==> config.mk <==
export PLATFORM = sky130hd
export DESIGN_NAME = branch_resolve
export DESIGN_NICKNAME = d
export VERILOG_FILES = /design/src/rtl/branch_resolve.sv
export SDC_FILE = /design/constraint.sdc
export NUM_CORES = 1
export LEC_CHECK = 0
export CORE_AREA = 2 2 125 127
export CTS_CLUSTER_DIAMETER = 60
export DETAILED_ROUTE_END_ITERATION = 10
export DIE_AREA = 0 0 127 129
export PLACE_DENSITY_LB_ADDON = 0.1
export REMOVE_ABC_BUFFERS = 1
export SLEW_MARGIN = 20
export SYNTH_ARGS = -nofsm -noshare
export SYNTH_HDL_FRONTEND = slang
export SYNTH_SLANG_ARGS = --single-unit
==> constraint.sdc <==
create_clock -name clk -period 3.9 [get_ports clk]
set_input_delay 0.585 -clock clk [delete_from_list [all_inputs] [get_ports clk]]
set_output_delay 0.585 -clock clk [all_outputs]
set_load 0.01 [all_outputs]
==> src/rtl/branch_resolve.sv <==
// Branch/jump resolution for the ID stage: turns comparator flags into a registered
// PC redirect held until fetch accepts it, a JAL/JALR link write and branch statistics.
module branch_resolve #(
  parameter int CNT_W = 16
) (
  input  logic             clk,
  input  logic             reset,
  input  logic             br_valid,
  input  logic [3:0]       br_type,
  input  logic             equal,
  input  logic             less,
  input  logic             greater,
  input  logic [31:0]      pc_id,
  input  logic [15:0]      imm16,
  input  logic [25:0]      instr_index,
  input  logic [31:0]      rs_value,
  input  logic [4:0]       rd_id,
  input  logic             stall_id,
  input  logic             flush,
  input  logic             fetch_ready,
  output logic             cmp_with_zero,
  output logic             br_ready,
  output logic             redirect_valid,
  output logic [31:0]      redirect_pc,
  output logic             link_valid,
  output logic [4:0]       link_addr,
  output logic [31:0]      link_pc,
  output logic             illegal_type,
  output logic [CNT_W-1:0] br_cnt,
  output logic [CNT_W-1:0] taken_cnt
);

  // state | meaning
  // IDLE  | no redirect pending; a branch may be accepted
  // REDIR | redirect_pc offered to fetch, waiting for fetch_ready
  typedef enum logic {
    IDLE  = 1'b0,
    REDIR = 1'b1
  } state_t;

  localparam logic [3:0] T_NONE = 4'd0;
  localparam logic [3:0] T_BEQ  = 4'd1;
  localparam logic [3:0] T_BNE  = 4'd2;
  localparam logic [3:0] T_BLEZ = 4'd3;
  localparam logic [3:0] T_BGTZ = 4'd4;
  localparam logic [3:0] T_BLTZ = 4'd5;
  localparam logic [3:0] T_BGEZ = 4'd6;
  localparam logic [3:0] T_J    = 4'd7;
  localparam logic [3:0] T_JAL  = 4'd8;
  localparam logic [3:0] T_JR   = 4'd9;
  localparam logic [3:0] T_JALR = 4'd10;

  state_t      state_q, state_d;
  logic        accept;
  logic        taken;
  logic        is_link;
  logic        is_counted;
  logic        is_illegal;
  logic [4:0]  link_dest;
  logic [31:0] pc_plus4;
  logic [31:0] br_target;
  logic [31:0] j_target;
  logic [31:0] target;

  assign cmp_with_zero = (br_type >= T_BLEZ) && (br_type <= T_BGEZ);

  assign pc_plus4  = pc_id + 32'd4;
  assign br_target = pc_plus4 + {{14{imm16[15]}}, imm16, 2'b00};
  assign j_target  = {pc_plus4[31:28], instr_index, 2'b00};

  // Type decode; NONE and illegal types are never taken and never counted.
  always_comb begin
    taken      = 1'b0;
    target     = br_target;
    is_link    = 1'b0;
    is_counted = 1'b1;
    is_illegal = 1'b0;
    link_dest  = 5'd31;
    case (br_type)
      T_NONE: is_counted = 1'b0;
      T_BEQ:  taken = equal;
      T_BNE:  taken = ~equal;
      T_BLEZ: taken = less | equal;
      T_BGTZ: taken = greater;
      T_BLTZ: taken = less;
      T_BGEZ: taken = greater | equal;
      T_J: begin
        taken  = 1'b1;
        target = j_target;
      end
      T_JAL: begin
        taken   = 1'b1;
        target  = j_target;
        is_link = 1'b1;
      end
      T_JR: begin
        taken  = 1'b1;
        target = rs_value;
      end
      T_JALR: begin
        taken     = 1'b1;
        target    = rs_value;
        is_link   = 1'b1;
        link_dest = rd_id;
      end
      default: begin
        is_counted = 1'b0;
        is_illegal = 1'b1;
      end
    endcase
  end

  // flush gates accept, so a flushed cycle leaves no link, count or illegal pulse
  assign accept = br_valid & ~stall_id & br_ready & ~flush;

  always_ff @(posedge clk or posedge reset) begin
    if (reset) begin
      state_q <= IDLE;
    end else begin
      state_q <= state_d;
    end
  end

  always_comb begin
    state_d = state_q;
    case (state_q)
      IDLE:    if (accept && taken) state_d = REDIR;
      REDIR:   if (fetch_ready) state_d = IDLE;
      default: state_d = IDLE;
    endcase
    if (flush) state_d = IDLE;
  end

  always_comb begin
    br_ready       = 1'b0;
    redirect_valid = 1'b0;
    case (state_q)
      IDLE:    br_ready = 1'b1;
      REDIR:   redirect_valid = 1'b1;
      default: br_ready = 1'b0;
    endcase
  end

  always_ff @(posedge clk or posedge reset) begin
    if (reset) begin
      redirect_pc  <= 32'd0;
      link_valid   <= 1'b0;
      link_addr    <= 5'd0;
      link_pc      <= 32'd0;
      illegal_type <= 1'b0;
    end else begin
      link_valid   <= accept & is_link;
      illegal_type <= accept & is_illegal;
      if (accept && taken) begin
        redirect_pc <= target;
      end
      if (accept && is_link) begin
        link_addr <= link_dest;
        link_pc   <= pc_id + 32'd8;
      end
    end
  end

  always_ff @(posedge clk or posedge reset) begin
    if (reset) begin
      br_cnt    <= '0;
      taken_cnt <= '0;
    end else begin
      if (accept && is_counted) br_cnt <= br_cnt + CNT_W'(1);
      if (accept && taken) taken_cnt <= taken_cnt + CNT_W'(1);
    end
  end

endmodule

==> results.md, run 1 <==
- The flow ran to the end, and the final reports show no timing, DRC or antenna violations.
- The worst register-to-register path begins at state_q.
- The category of the most critical setup path is in -> reg.
- The distinct cell type count of the synthesized netlist is 57.
- The final hold violation count is 0.
- The total power after layout is 4.07 mW.
- The maximum clock insertion buffer count is 2.
- The detailed router placed 6898 vias in this run.
- In the routed layout, each cell is associated on average with a via count of 5.31.
- The number of cells on the worst hold path is 1.
- Data arrives at the worst endpoint at 3.91 ns.
- The final non-filler cell total is 1299.
- The worst setup path is launched from an input port.
- The cell leakage power is 4.56 nW.
- For this configuration, the core starts out at a cell density of 0.462.
- The max-capacitance violation count is 0.
- The number of I/O port buffers is 229.
- The tightest min-delay check is of the reg -> reg type.
- After detailed routing, the total wire length is 20.7 mm.
- The wire length of the first global-routing pass is 33.6 mm.
- The register area share after synthesis is 0.376.
- The global route total overflow is 0.
- The top cell type by total area after synthesis is sky130_fd_sc_hd__dfrtp_1.
- Sorting the synthesized cells by area gives the leading types as sky130_fd_sc_hd__dfrtp_1 38%, sky130_fd_sc_hd__xnor2_1 9.4%, sky130_fd_sc_hd__ha_1 6.3%, sky130_fd_sc_hd__nand2_1 5.0%, sky130_fd_sc_hd__xor2_1 4.8%.
- The number of rows in the core area is 45.
- In this run, synthesis inferred 0 flip-flops with an integrated enable.
- The worst register-to-register path ends at taken_cnt[15].
- The path depth of the worst reg2reg path is 7.
- The data required time of the worst path is 4.13 ns.
- The quantity of hold-fixing buffers added after cts is 0.
- The count of antenna-violating nets left after detailed routing is 0.
- The number of top-level pins is 230.
- For this run, the total global-route usage over all layers was measured as 0.255.
- The die is 127 um wide.
- The share of layout cells above drive strength 1 is 0.155.
- During synthesis, Yosys emitted a total of 0 warnings.
- The clock net in this run drives a total of 104 sinks.
- The final estimated routing congestion in global placement is 0.872.
- VDD sags by at most 0.000219 V.
- The number of nets in the finished design is 1265.
- The setup clock skew after layout is 0.00649 ns.
- After detailed routing, the number of remaining DRC violations is 0.
- The clock root buffer is sky130_fd_sc_hd__clkbuf_16.
- The insertion delay of the later-clocked pin in the worst-skew pair is 0.36 ns.
- The post-placement worst setup slack is -0.478 ns.
- The number of violations reported at the end of detailed-routing iteration 0 is 465.
- Measured against its own limit, the worst slew margin works out to 0.568.
- The share of synthesized area in the top cell type comes to 0.376.
- The number of pins with negative max-slew slack in the final report was 0.
- The area growth from synthesis to layout is 53.9%.
- The number of clock buffers added by TritonCTS is 9.
- Dividing total power by cell area gives a power density of 383 nW/um^2.
- The final critical-path share of the clock period is 0.945.
- Setup slack closes at 0.214 ns.
- The core region is 15000 um^2.
- The routed length per instance is 16.0 um.
- The leading register cell type out of synthesis is sky130_fd_sc_hd__dfrtp_1.
- The maximum fanout count along the critical path is 4.
- The flip-flop and latch count after synthesis is 104.
- Based on the critical path, the design can be clocked at up to 271 MHz.
- The die covers 16400 um^2.
- The startpoint of the worst hold path is br_cnt[15].
- The clock transition at the registers of the reported paths is 0.07 ns.
- The shortest period the worst path allows is 3.69 ns.
- After detailed placement, the total cell area comes to 10200 um^2.
- Counting flops with an async set or reset pin after synthesis yields a share of 1.00.
- In the synthesized netlist, the number of instances is 787.
- The number of antenna violations at the first check in global routing is 1.
- The summed instance area of the synthesized netlist is 6920 um^2.
- The count of fill cells added during filler insertion is 1221.
- Summing all non-filler instances in the final layout gives an area of 10600 um^2.
- For hold timing, the worst endpoint is br_cnt[15].
- The HPWL reported at the end of detailed placement is 16.1 mm.
- The number of H-tree branching levels is 3.
- The number of placed cells counting well taps is 1281.
- The number of global-route vias before repair is 6690.
- The actual transition at the worst max-transition pin is 0.647 ns.
- For this run, the detailed router's first-pass iteration total came to 6.
- Setup violations remaining at the end of the flow were counted as 0.
- Dividing the synthesized area by the synthesized cell count gives 8.79 um^2.
- The worst setup path is captured at a flip-flop.
- Setup slack on the worst reg-to-reg path comes out at 1.09 ns.
- The overall die height is 129 um.
- The tightest hold path in the finished design has a slack of 0.471 ns.
- The TritonCTS clock tree is built.
- Entering global routing, the biggest net connects 68 pins.
- Setup repair after global routing left no endpoint under its margin.
[timing repair]
item	CTS	global route
endpoints found under the hold margin	0	0
endpoints found under the setup margin	4	11
buffers inserted	0	1
gates resized for setup	4	28
pin swaps	1	9
[placed cells by master, fill, tap and decap left out, drive strengths merged, types with 4 or more instances in the layout]
master         synthesis  routed
and3                  10      10
nor3                  16      16
ha                    35      35
xnor2                 74      74
o21a                   5       5
a222oi                21      21
o21ai                 43      43
nand2                 92      92
nor2b                  4       4
a21oi                 53      53
clkdlybuf4s50          0     229
inv                   23      25
xor2                  38      38
o21bai                 5       5
mux2                   7       7
nor2                  79      79
buf                    7     117
a21o                  11      11
nand4                 20      20
nand3                 28      28
a22oi                  7       7
dfrtp                104     104
nor3b                  5       5
clkbuf                32      10
a31oi                 16      16
o221ai                 5       5
[metrics by stage]
step                TNS, ns  utilization
finish                    0        0.711
global route              0        0.711
CTS                       0        0.704
detailed placement    -4.39        0.682
global placement      -3.09        0.682
floorplan            -65.93            -
[how the worst max path moves through the flow]
stage          startpoint               to  cells after the start
2_1_floorplan    stall_id       link_pc[0]                      3
3_3_place_gp     pc_id[3]  redirect_pc[27]                     16
3_5_place_dp     pc_id[3]  redirect_pc[27]                     16
4_1_cts          pc_id[3]  redirect_pc[28]                     17
5_1_grt          pc_id[4]  redirect_pc[26]                     17
6_report         pc_id[3]  redirect_pc[27]                     16
[routing by layer]
| metal | share of wire | vias to the layer above | routed length (um) | track usage |
|---|---|---|---|---|
| met2 | 0.47 | 216 | 9760 | 0.424 |
| met4 | 0.028 | 0 | 582 | 0.0957 |
| met5 | 0 | - | 0 | 0 |
| met3 | 0.054 | 33 | 1120 | 0.0358 |
| met1 | 0.45 | 3204 | 9280 | 0.342 |
| li1 | - | 3445 | - | - |
[cell families after synthesis]
logic type / count (synthesis) / share of synthesized area
simple gates: 277 / 0.189
mux: 10 / 0.0157
compound gates: 186 / 0.177
buf+inv: 62 / 0.0344
flops: 104 / 0.376
fa+ha+maj: 36 / 0.0662
xor+xnor: 112 / 0.142
[worst max-delay path, stage by stage]
cell and delay (ns):
sky130_fd_sc_hd__clkdlybuf4s50_1 0.49, sky130_fd_sc_hd__ha_2 0.19, sky130_fd_sc_hd__nand4_1 0.13, sky130_fd_sc_hd__or4_4 0.45, sky130_fd_sc_hd__nor2_2 0.11, sky130_fd_sc_hd__nand3_1 0.10
sky130_fd_sc_hd__xnor2_1 0.13, sky130_fd_sc_hd__ha_1 0.36, sky130_fd_sc_hd__nand4_1 0.14, sky130_fd_sc_hd__a21oi_2 0.17, sky130_fd_sc_hd__o221ai_1 0.15, sky130_fd_sc_hd__a31oi_2 0.27
sky130_fd_sc_hd__nor2_4 0.09, sky130_fd_sc_hd__o31ai_1 0.25, sky130_fd_sc_hd__xnor2_1 0.16, sky130_fd_sc_hd__o221ai_1 0.13
[state kept, by name (all words and copies together), names as in the netlist]
name,flops
illegal_type,1
br_cnt,16
taken_cnt,16
link_valid,1
link_addr,5
link_pc,32
redirect_pc,32
state_q,1
[cells in the mapped netlist (all sizes together), types with 2 or more instances]
master  number
nor3        16
xor2        38
nand4       20
nand2b       3
nor2        79
and2         3
o211a        2
o31ai        2
ha          35
nand2       92
mux2i        3
xnor2       74
buf          7
inv         23
and3        10
o21bai       5
a222oi      21
nand3b       3
nand3       28
mux2         7
o41ai        2
a211oi       2
o211ai       2
and4         3
nor4         2
o21a         5
or3          3
o21ai       43
a21o        11
a221oi       2
a22oi        7
o221ai       5
a211o        3
nor2b        4
clkbuf      32
nor3b        5
a31oi       16
dfrtp      104
or2          2
a21oi       53
[area by class of cell]
cell class / instances / area [um^2] / area share
Antenna cell: 1 / 2.50 / 0.000235
Clock buffer: 10 / 239 / 0.0225
Clock inverter: 6 / 75.1 / 0.00705
Inverter: 23 / 88.8 / 0.00835
Multi-Input combinational cell: 621 / 4210 / 0.395
Sequential cell: 104 / 2600 / 0.245
Tap cell: 188 / 235 / 0.0221
Timing Repair Buffer: 346 / 3200 / 0.300
[where the power goes]
group          switching, mW  internal (mW)  total [mW]
clock                  0.444          0.525       0.969
combinational          0.695          0.921        1.62
sequential             0.164           1.32        1.49
Power figures use the tool's default switching activity.
==> run 2: changes to the inputs <==
- CORE_AREA: 2 2 125 127 -> 2 2 121 123
- CTS_CLUSTER_DIAMETER: 60 -> 200
- DIE_AREA: 0 0 127 129 -> 0 0 123 125
- DONT_BUFFER_PORTS: not set -> 1
- GPL_ROUTABILITY_DRIVEN: not set -> 0
==> results.md, run 2 (same netlist as run 1, synthesis figures left out) <==
- After floorplanning, the core was sized to cover 14200 um^2.
- Summed over all layers, the routed wires come to 19.1 mm.
- The number of antenna diodes in the final layout is 0.
- In the finished design, the share of the clock period the worst path needs comes to 0.895.
- The first global-routing pass estimated 29.9 mm of wire.
- After detailed routing, the number of vias per cell comes to 6.00.
- Fill cells in the final layout number 1331.
- The total of cells resized after clock tree synthesis is 0.
- Dividing the detail-routed wire length by the instance count gives 19.7 um.
- The actual transition at the worst max-transition pin is 0.985 ns.
- The die covers 15400 um^2.
- The highest ir drop seen on vdd is 0.000219 V.
- The insertion delay of the later-clocked pin in the worst-skew pair is 0.35 ns.
- The vias after detailed routing is 5806.
- The max-capacitance violation count is 0.
- The footprint of the multi-input gates is 4100 um^2.
- Of the cells placed in the final design, the portion with a size suffix greater than 1 is 0.0651.
- The endpoint arrival time on the critical path is 3.70 ns.
- After clock tree synthesis, the flow added hold-fix buffers numbering 0.
- Measured along the x axis, the die boundary spans 123 um.
- The area growth from synthesis to layout is 8.58%.
- In the global route stage, overall resource usage came out at 0.246.
- The clock passes through at most 2 buffers.
- The number of top-level pins is 230.
- At the placement stage, the worst setup path has a slack of 0.0808 ns.
- The maximum fanout count along the critical path is 4.
- Setup repair after global routing left no endpoint under its margin.
- The leading cell type in the layout, fill and taps excluded is sky130_fd_sc_hd__dfrtp_1.
- The global route total overflow is 0.
- The CTS buffer count is 9.
- In this run the tightest slew margin relative to its limit is 0.343.
- The summed area of non-filler cells in the final layout is 7510 um^2.
- The design draws 3.44 mW.
- The flow ran to the end, and the final reports show no timing, DRC or antenna violations.
- The number of global-route vias before repair is 5765.
- The first-pass iteration count of the detailed router is 7.
- Setup violations remaining at the end of the flow were counted as 0.
- STA classifies the critical path endpoint as a flip-flop.
- The number of H-tree branching levels is 3.
- The clock root buffer is sky130_fd_sc_hd__clkbuf_16.
- The number of pins with negative max-slew slack in the final report is 0.
- STA puts the critical path data required time at 4.11 ns.
- The top cell types in the final layout, fill and taps aside, are 104 x sky130_fd_sc_hd__dfrtp_1, 92 x sky130_fd_sc_hd__nand2_1, 78 x sky130_fd_sc_hd__nor2_1.
- STA classifies the critical path startpoint as an input port.
- Clock skew on the completed layout was measured at 0.00732 ns.
- The number of remaining DRC errors is 0.
- The floorplan has 44 rows.
- The cell leakage power is 3.21 nW.
- The power per standard cell area is 458 nW/um^2.
- In the final layout, flip-flops and latches occupy 2600 um^2.
- The largest registers in the layout are link_pc x32, redirect_pc x32.
- The minimum hold slack is 0.217 ns.
- Once detail routing completed, the nets flagged for antenna violations numbered 0.
- Entering global routing, the biggest net connects 79 pins.
- The number of nets in the finished design is 938.
- The placed instances occupy a cell area of 7160 um^2.
- The number of I/O port buffers is 0.
- The initial core utilization is 0.487.
- The clock transition at the registers of the reported paths is 0.07 ns.
- TritonCTS built the clock tree.
- The CTS sink count is 104.
- The tightest min-delay check is of the in -> async type.
- The final hold violation count is 0.
- Measured along the y axis, the die boundary spans 125 um.
- Once the clock tree was built, the setup fixing pass inserted 0 buffers.
- The final core utilization is 0.529.
- The shortest period the worst path allows is 3.49 ns.
- The category of the most critical setup path is in -> reg.
- The number of violations reported at the end of detailed-routing iteration 0 is 531.
- Derived from the worst setup path, the maximum achievable clock frequency is 286 MHz.
- The final critical-path setup slack is 0.409 ns.
- Once detailed placement completed, the half-perimeter wirelength came to 14.3 mm.
- The number of antenna violations at the first check in global routing is 1.
## run 2: per-layer routing
layer,up-vias,wire (um),share of wire,global-route usage
li1,2792,-,-,-
met3,19,1610,0.084,0.0739
met5,-,0,0,0
met4,0,261,0.014,0.0735
met2,202,9150,0.48,0.409
met1,2793,8050,0.42,0.306
## run 2: layout make-up
cell class	instances	area share
inverters	23	0.0122
clock inverters	6	0.0153
multi-input cells	621	0.546
repair buffers	19	0.0190
clock buffers	10	0.0305
flip-flops and latches	104	0.347
well taps	184	0.0307
## run 2: through the flow
step	std cells	setup TNS [ns]
floorplan	748	-65.93
global placement	951	0
detailed placement	951	0
CTS	967	0
global route	967	0
finish	967	0
## run 2: critical path, cell delays in order
cell and delay [ns]:
sky130_fd_sc_hd__ha_1 0.14, sky130_fd_sc_hd__nand4_1 0.15, sky130_fd_sc_hd__or4_1 0.56, sky130_fd_sc_hd__nor2_1 0.14, sky130_fd_sc_hd__nand3_1 0.11, sky130_fd_sc_hd__xnor2_1 0.14
sky130_fd_sc_hd__ha_1 0.33, sky130_fd_sc_hd__nand2_1 0.06, sky130_fd_sc_hd__o21ai_0 0.29, sky130_fd_sc_hd__o221ai_1 0.18, sky130_fd_sc_hd__a31oi_1 0.25, sky130_fd_sc_hd__nor2_1 0.14
sky130_fd_sc_hd__o31ai_1 0.32, sky130_fd_sc_hd__xnor2_1 0.16, sky130_fd_sc_hd__o221ai_1 0.14
## run 2: power by group
| group | internal, mW | leakage, nW | switching [mW] |
|---|---|---|---|
| clock | 0.634 | 0.169 | 0.430 |
| combinational | 0.323 | 1.73 | 0.385 |
| sequential | 1.32 | 1.31 | 0.342 |
## run 2: final timing paths
kind | endpoint | cells after the start | slack, ns | startpoint
setup / recovery | redirect_pc[27] | 15 | 0.41 | pc_id[3]
hold / removal | taken_cnt[11] | 1 | 0.22 | reset
setup reg to reg | taken_cnt[5] | 8 | 0.93 | state_q
hold reg to reg | taken_cnt[11] | 1 | 0.56 | taken_cnt[11]
max in group asynchronous | link_pc[7] | 2 | 2.85 | reset
min in group clk | state_q | 1 | 0.30 | flush
==> patch 1: new RTL, flow settings as in run 2 <==
Set the parameter `CNT_W` to 20 (it was 16).
--- a/src/rtl/branch_resolve.sv
+++ b/src/rtl/branch_resolve.sv
@@ -3,3 +3,3 @@
 module branch_resolve #(
-  parameter int CNT_W = 16
+  parameter int CNT_W = 20
 ) (
Interface: changed (resized br_cnt and taken_cnt); port bits go from 230 to 238. No check against the original RTL was run, so the function may have changed too.
==> patch 1 against run 2 <==
Power is 4.9% lower. Design area is 6.6% higher. Critical path depth is the same. Hold slack better by 0.0075 ns. Area after synthesis increased by 8.7%. Sequential cell count grew 8. Synthesized cell count is 9.5% higher. Combinational power is 4.4% lower. Wire length up 9.9%. Worst setup slack got worse by 0.080 ns. Non-clock buffer count down 3. Critical endpoint is now redirect_pc[28]$_DFFE_PP0P_. Largest power group unchanged.
==> patch 1: results (changes against run 2) <==
stage;metric;value;unit;change
pwr;Comb group;0.677;mW;-4.4%
status;outcome;completed;;
finish;inverter count;15;;-35%
detailed_routing;Vias;6421;;+11%
pwr;P_leak;3.44;nW;+7.0%
worst_setup_path;CP peak stage delay;0.37;ns;-0.19 ns
worst_setup_path;R2R Path End;taken_cnt[15]$_DFFE_PP0P_;;
finish;comb_multi_in;688;;+11%
detailed_routing;metal3 WL;2.15;mm;+33%
synth;largest cells by area after synthesis;dfrtp_1 37%, xnor2_1 8.4%, nand2_1 6.5%, ha_1 5.8%, xor2_1 5.0%;;
finish;fin util;0.563;;+0.0347
worst_setup_path;crit path to;redirect_pc[28]$_DFFE_PP0P_;;
synth;Cell variety after synth;69;;+21%
synth;Post-Synth XOR/XNOR Area;0.137;;-0.00470
placement;Post-Place Setup Slack;0.0179;ns;-0.0629 ns
clock_network;Post-CTS Resized;0;;unchanged
detailed_routing;max layer used;met4;;
finish;Seq. cell area;2800;sq um;+7.7%
synth;Post-Syn Area;7520;sq um;+8.7%
global_routing;initial antenna violation count;0;;-1
pwr;Max IR drop VDD;0.220;mV;+0.51%
synth;post-synthesis compound-gate area fraction;0.178;;+0.00167
synth;Seq/Total Area, Yosys;0.373;;-0.00350
worst_setup_path;critical path's slowest cell;nor3_1;;
timing;fin crit share;0.916;;+0.0204
pwr;Reg power frac;0.509;;+0.025
finish;area grow syn2layout;6.44;%;
finish;seq_cells;112;;+7.7%
synth;Syn Inst Count;862;;+9.5%
worst_setup_path;reg2reg setup slack;1.25;ns;+0.32 ns
worst_setup_path;Worst R2R Path Depth;6;;-2
finish;Fillers;1277;;-4.1%
synth;Synth Area in Adders;0.0609;;-0.00530
placement;hpwl dp;16.0;mm;+12%
detailed_routing;DRT Pass-1 Iters;7;;unchanged
finish;multi-input combinational area share;0.562;;+0.0166
finish;layout cell share with drive strength beyond 1;0.0661;;+0.000982
detailed_routing;wl on met1;8.62;mm;+7.1%
detailed_routing;metal2 WL;9.86;mm;+7.8%
finish;Non-clk bufs;16;;-3
global_routing;vias in the first global route;6250;;+8.4%
worst_setup_path;RR Startpoint;state_q$_DFF_PP0_;;
finish;clock network area share;0.0363;;-0.00955
worst_setup_path;Crit Path Max Fanout;5;;+1
finish;Final Non-Filler Cells;1031;;+6.6%
pwr;Net Sw Power;1.14;mW;-1.0%
synth;most instantiated cells after synthesis;131 x nand2_1, 112 x dfrtp_1, 74 x o21ai_0;;
detailed_routing;wire per inst;20.3;um;+3.0%
worst_setup_path;CP arrival;3.88;ns;+0.18 ns
timing;Worst slew margin;0.515;;+0.173
placement;placed inst area;7710;sq um;+7.6%
finish;Non-Clock Buffer Area Fraction;0.0150;;-0.00399
global_routing;first-pass GRT wire length;32.4;mm;+8.3%
global_routing;global-route usage over all layers;0.268;;+0.0220
synth;multiplexer share of the synthesized area;0.00716;;-0.00858
timing;worst hold slack;0.224;ns;+0.00753 ns
detailed_routing;initial DRC count;696;;+31%
global_routing;largest net degree at the start of global routing;70;;-11%
timing;Clock Skew;0.00549;ns;-0.00183 ns
-- patch 1: changes by cell type after synthesis, moves of 9 or more --
cell | before | now
a21oi_1 | 53 | 31
nor2_1 | 79 | 66
a221oi_1 | 2 | 13
nand3_1 | 28 | 37
o21ai_0 | 43 | 74
nand2_1 | 92 | 131
-- patch 1: routing by layer --
metal  vias to the layer above  track usage
met5                         -            0
met4                         0       0.0822
met3                        24       0.0885
met2                       258        0.436
met1                      3080        0.337
li1                       3059            -
-- patch 1: kinds of logic after synthesis --
family | count (synthesis)
and+or+nand+nor | 329
AOI/OAI and AO/OA | 202
xor gates and xnor gates | 116
DFF | 112
buffers and inverters | 62
adders and majority gates | 36
muxes | 5
-- patch 1: worst reg2reg max path, delay by kind of cell (launching register included) --
family           cells  cell delay (ns)
AND/OR/NAND/NOR      3             1.28
flip-flops           1             0.45
AO/OA/AOI/OAI        2             0.65
XOR/XNOR             1             0.18
==> patch 2: new RTL, settings of run 2 <==
Without the edit above. Reset style: synchronous (`reset`), changed in 3 clocked blocks.
--- a/src/rtl/branch_resolve.sv
+++ b/src/rtl/branch_resolve.sv
@@ -115,3 +115,3 @@
 
-  always_ff @(posedge clk or posedge reset) begin
+  always_ff @(posedge clk) begin
     if (reset) begin
@@ -143,3 +143,3 @@
 
-  always_ff @(posedge clk or posedge reset) begin
+  always_ff @(posedge clk) begin
     if (reset) begin
@@ -163,3 +163,3 @@
 
-  always_ff @(posedge clk or posedge reset) begin
+  always_ff @(posedge clk) begin
     if (reset) begin
Check against the original RTL: differs if reset is asserted again (counterexample within 4 cycles, from zero or initial values and one cycle with reset high); with reset held inactive, the same outputs for 10 cycles.
==> patch 2 against run 2 <==
Sequential cell count is the same. Global-route usage is 2.3 points higher. Sequential share of layout area down 7.1 points. Worst setup slack lost 0.048 ns. Design area is 0.57% higher. Area after synthesis is 2.4% higher. Power is 27% lower. Wire length increased by 11%.
==> patch 2: results (changes against run 2) <==
stage;metric;value;unit;change
detailed_routing;wire per inst;19.8;um;+0.23%
clock_network;CTS buffer count;9;;unchanged
clock_network;Clock Latency Late Sink;0.35;ns;about the same
timing;Clock Skew;0.00485;ns;-0.00247 ns
global_routing;global-route usage over all layers;0.269;;+0.0234
worst_setup_path;reg2reg setup slack;0.99;ns;+0.06 ns
finish;Top Registers;link_pc: 32 flops, redirect_pc: 32 flops;;
synth;most instantiated cells after synthesis;128 x nor2_1, 104 x dfxtp_1, 88 x nand2_1;;
synth;FFs w/ async S/R, synth;0;;-1.00
placement;PortBufs;0;;unchanged
worst_setup_path;critical path's slowest cell;a221oi_1;;
clock_network;Root Buffer;clkbuf_16;;
status;outcome;completed;;
placement;Post-Place Setup Slack;-0.0929;ns;-0.174 ns
detailed_routing;WL final;21.1;mm;+11%
worst_setup_path;CP arrival;3.80;ns;+0.10 ns
clock_network;setup bufs post-CTS;0;;unchanged
finish;# diodes;0;;unchanged
min_path;worst min-delay path startpoint;reset;;
synth;Yosys warnings;0;;unchanged
worst_setup_path;Crit Path Max Fanout;5;;+1
finish;layout cell share with drive strength beyond 1;0.0553;;-0.00983
timing;worst hold slack;0.297;ns;+0.0800 ns
clock_network;H-tree depth;3;;unchanged
pwr;Max IR drop VDD;0.250;mV;+14%
global_routing;largest net degree at the start of global routing;109;;+38%
placement;placed insts;1054;;+11%
synth;Cell variety after synth;64;;+12%
detailed_routing;initial DRC count;516;;-2.8%
detailed_routing;DRT Pass-1 Iters;5;;-2
worst_setup_path;CP peak stage delay;0.42;ns;-0.14 ns
placement;hpwl dp;16.3;mm;+14%
worst_setup_path;RR Startpoint;state_q$_SDFF_PP0_;;
pwr;P_leak;2.68;nW;-17%
pwr;Int Pwr;1.75;mW;-23%
min_path;Hold Crit Class;in -> reg;;
synth;Seq/Total Area, Yosys;0.294;;-0.0823
finish;Fillers;1406;;+5.6%
clock_network;clock-pin slew on the worst setup and hold paths;0.07;ns;about the same
global_routing;first-pass GRT wire length;33.0;mm;+10%
timing;Tmin final;3.54;ns;+0.0476 ns
worst_setup_path;critical path launch point;pc_id[3];;
synth;Main synth FF type;dfxtp_1;;
worst_setup_path;CP delay by family, top;compound AO/OA/AOI/OAI gates;;
synth;largest cells by area after synthesis;dfxtp_1 29%, nor2_1 6.8%, ha_1 6.2%, xnor2_1 6.2%, xor2_1 6.2%;;
clock_network;CTS Buffer Depth;2;;unchanged
synth;Syn Inst Count;909;;+16%
detailed_routing;Vias;6662;;+15%
timing;Worst slew margin;0.440;;+0.0970
finish;Final #Nets;1041;;+11%
global_routing;vias in the first global route;6502;;+13%
global_routing;initial antenna violation count;0;;-1
==> patch 2: path summary, 6_finish.rpt <==
| check | to | cells after the start |
|---|---|---|
| worst min-delay path | taken_cnt[8]$_SDFFE_PP0P_ | 1 |
| worst max-delay path | redirect_pc[27]$_SDFFE_PP0P_ | 15 |
| worst min register to register | link_pc[1]$_SDFFE_PP0P_ | 2 |
| worst max register to register | redirect_pc[29]$_SDFFE_PP0P_ | 7 |
==> patch 2: power groups by stage <==
stage          clock network, mW  registers, mW  logic [mW]
6_report                   0.861           1.11       0.518
3_5_place_dp                   0           1.14       0.516
4_1_cts                    0.878           1.11       0.519
3_3_place_gp                   0           1.14       0.504
2_1_floorplan                  0           1.13       0.396
5_1_grt                    0.920           1.12       0.577
==> patch 2: worst register-to-register path, cell delays in order, from the launching register on <==
cell	delay, ns
dfxtp_1	0.38
or4b_4	0.63
o41ai_2	0.80
buf_4	0.39
nor2_1	0.09
nor3_1	0.25
nand3b_1	0.12
o211ai_1	0.17
==> patch 2: per-stage QoR <==
step	total power, mW	area, sq um	TNS, ns
6_report	2.49	7550	0
5_1_grt	2.61	7550	0
4_1_cts	2.51	7550	0
3_5_place_dp	1.65	7270	-0.0929
3_3_place_gp	1.64	7270	-0.0228
2_1_floorplan	1.53	6830	-210.26
==> patch 2: final cells by class <==
type	count	area share
sequential	104	0.276
clock buffer	11	0.0308
clock inverter	5	0.00547
tap	184	0.0305
inverter	13	0.00646
timing repair buffer	22	0.0235
multi-input combinational	731	0.628
==> patch 2: cell families (layout without fill, tap and decap cells) <==
logic type,Yosys count,in the layout,synth area share
flip-flops,104,104,0.294
buffers and inverters,74,51,0.0419
AND/OR/NAND/NOR,360,360,0.238
multiplexers,6,6,0.00848
XOR/XNOR,100,100,0.124
AO/OA/AOI/OAI,229,229,0.230
adder cells (fa/ha/maj),36,36,0.0647
==> patch 2: what timing repair did <==
action,in CTS,in global routing
resized for setup,0,2
hold buffers,0,0
endpoints found under the setup margin,0,1
==> patch 2: metal layers <==
metal  GRT usage  part of all wire  vias up
li1            -                 -     3244
met1       0.315              0.39     3138
met2       0.470              0.49      250
met3      0.0880              0.10       30
met4      0.0689             0.017        0
met5           0                 0        -
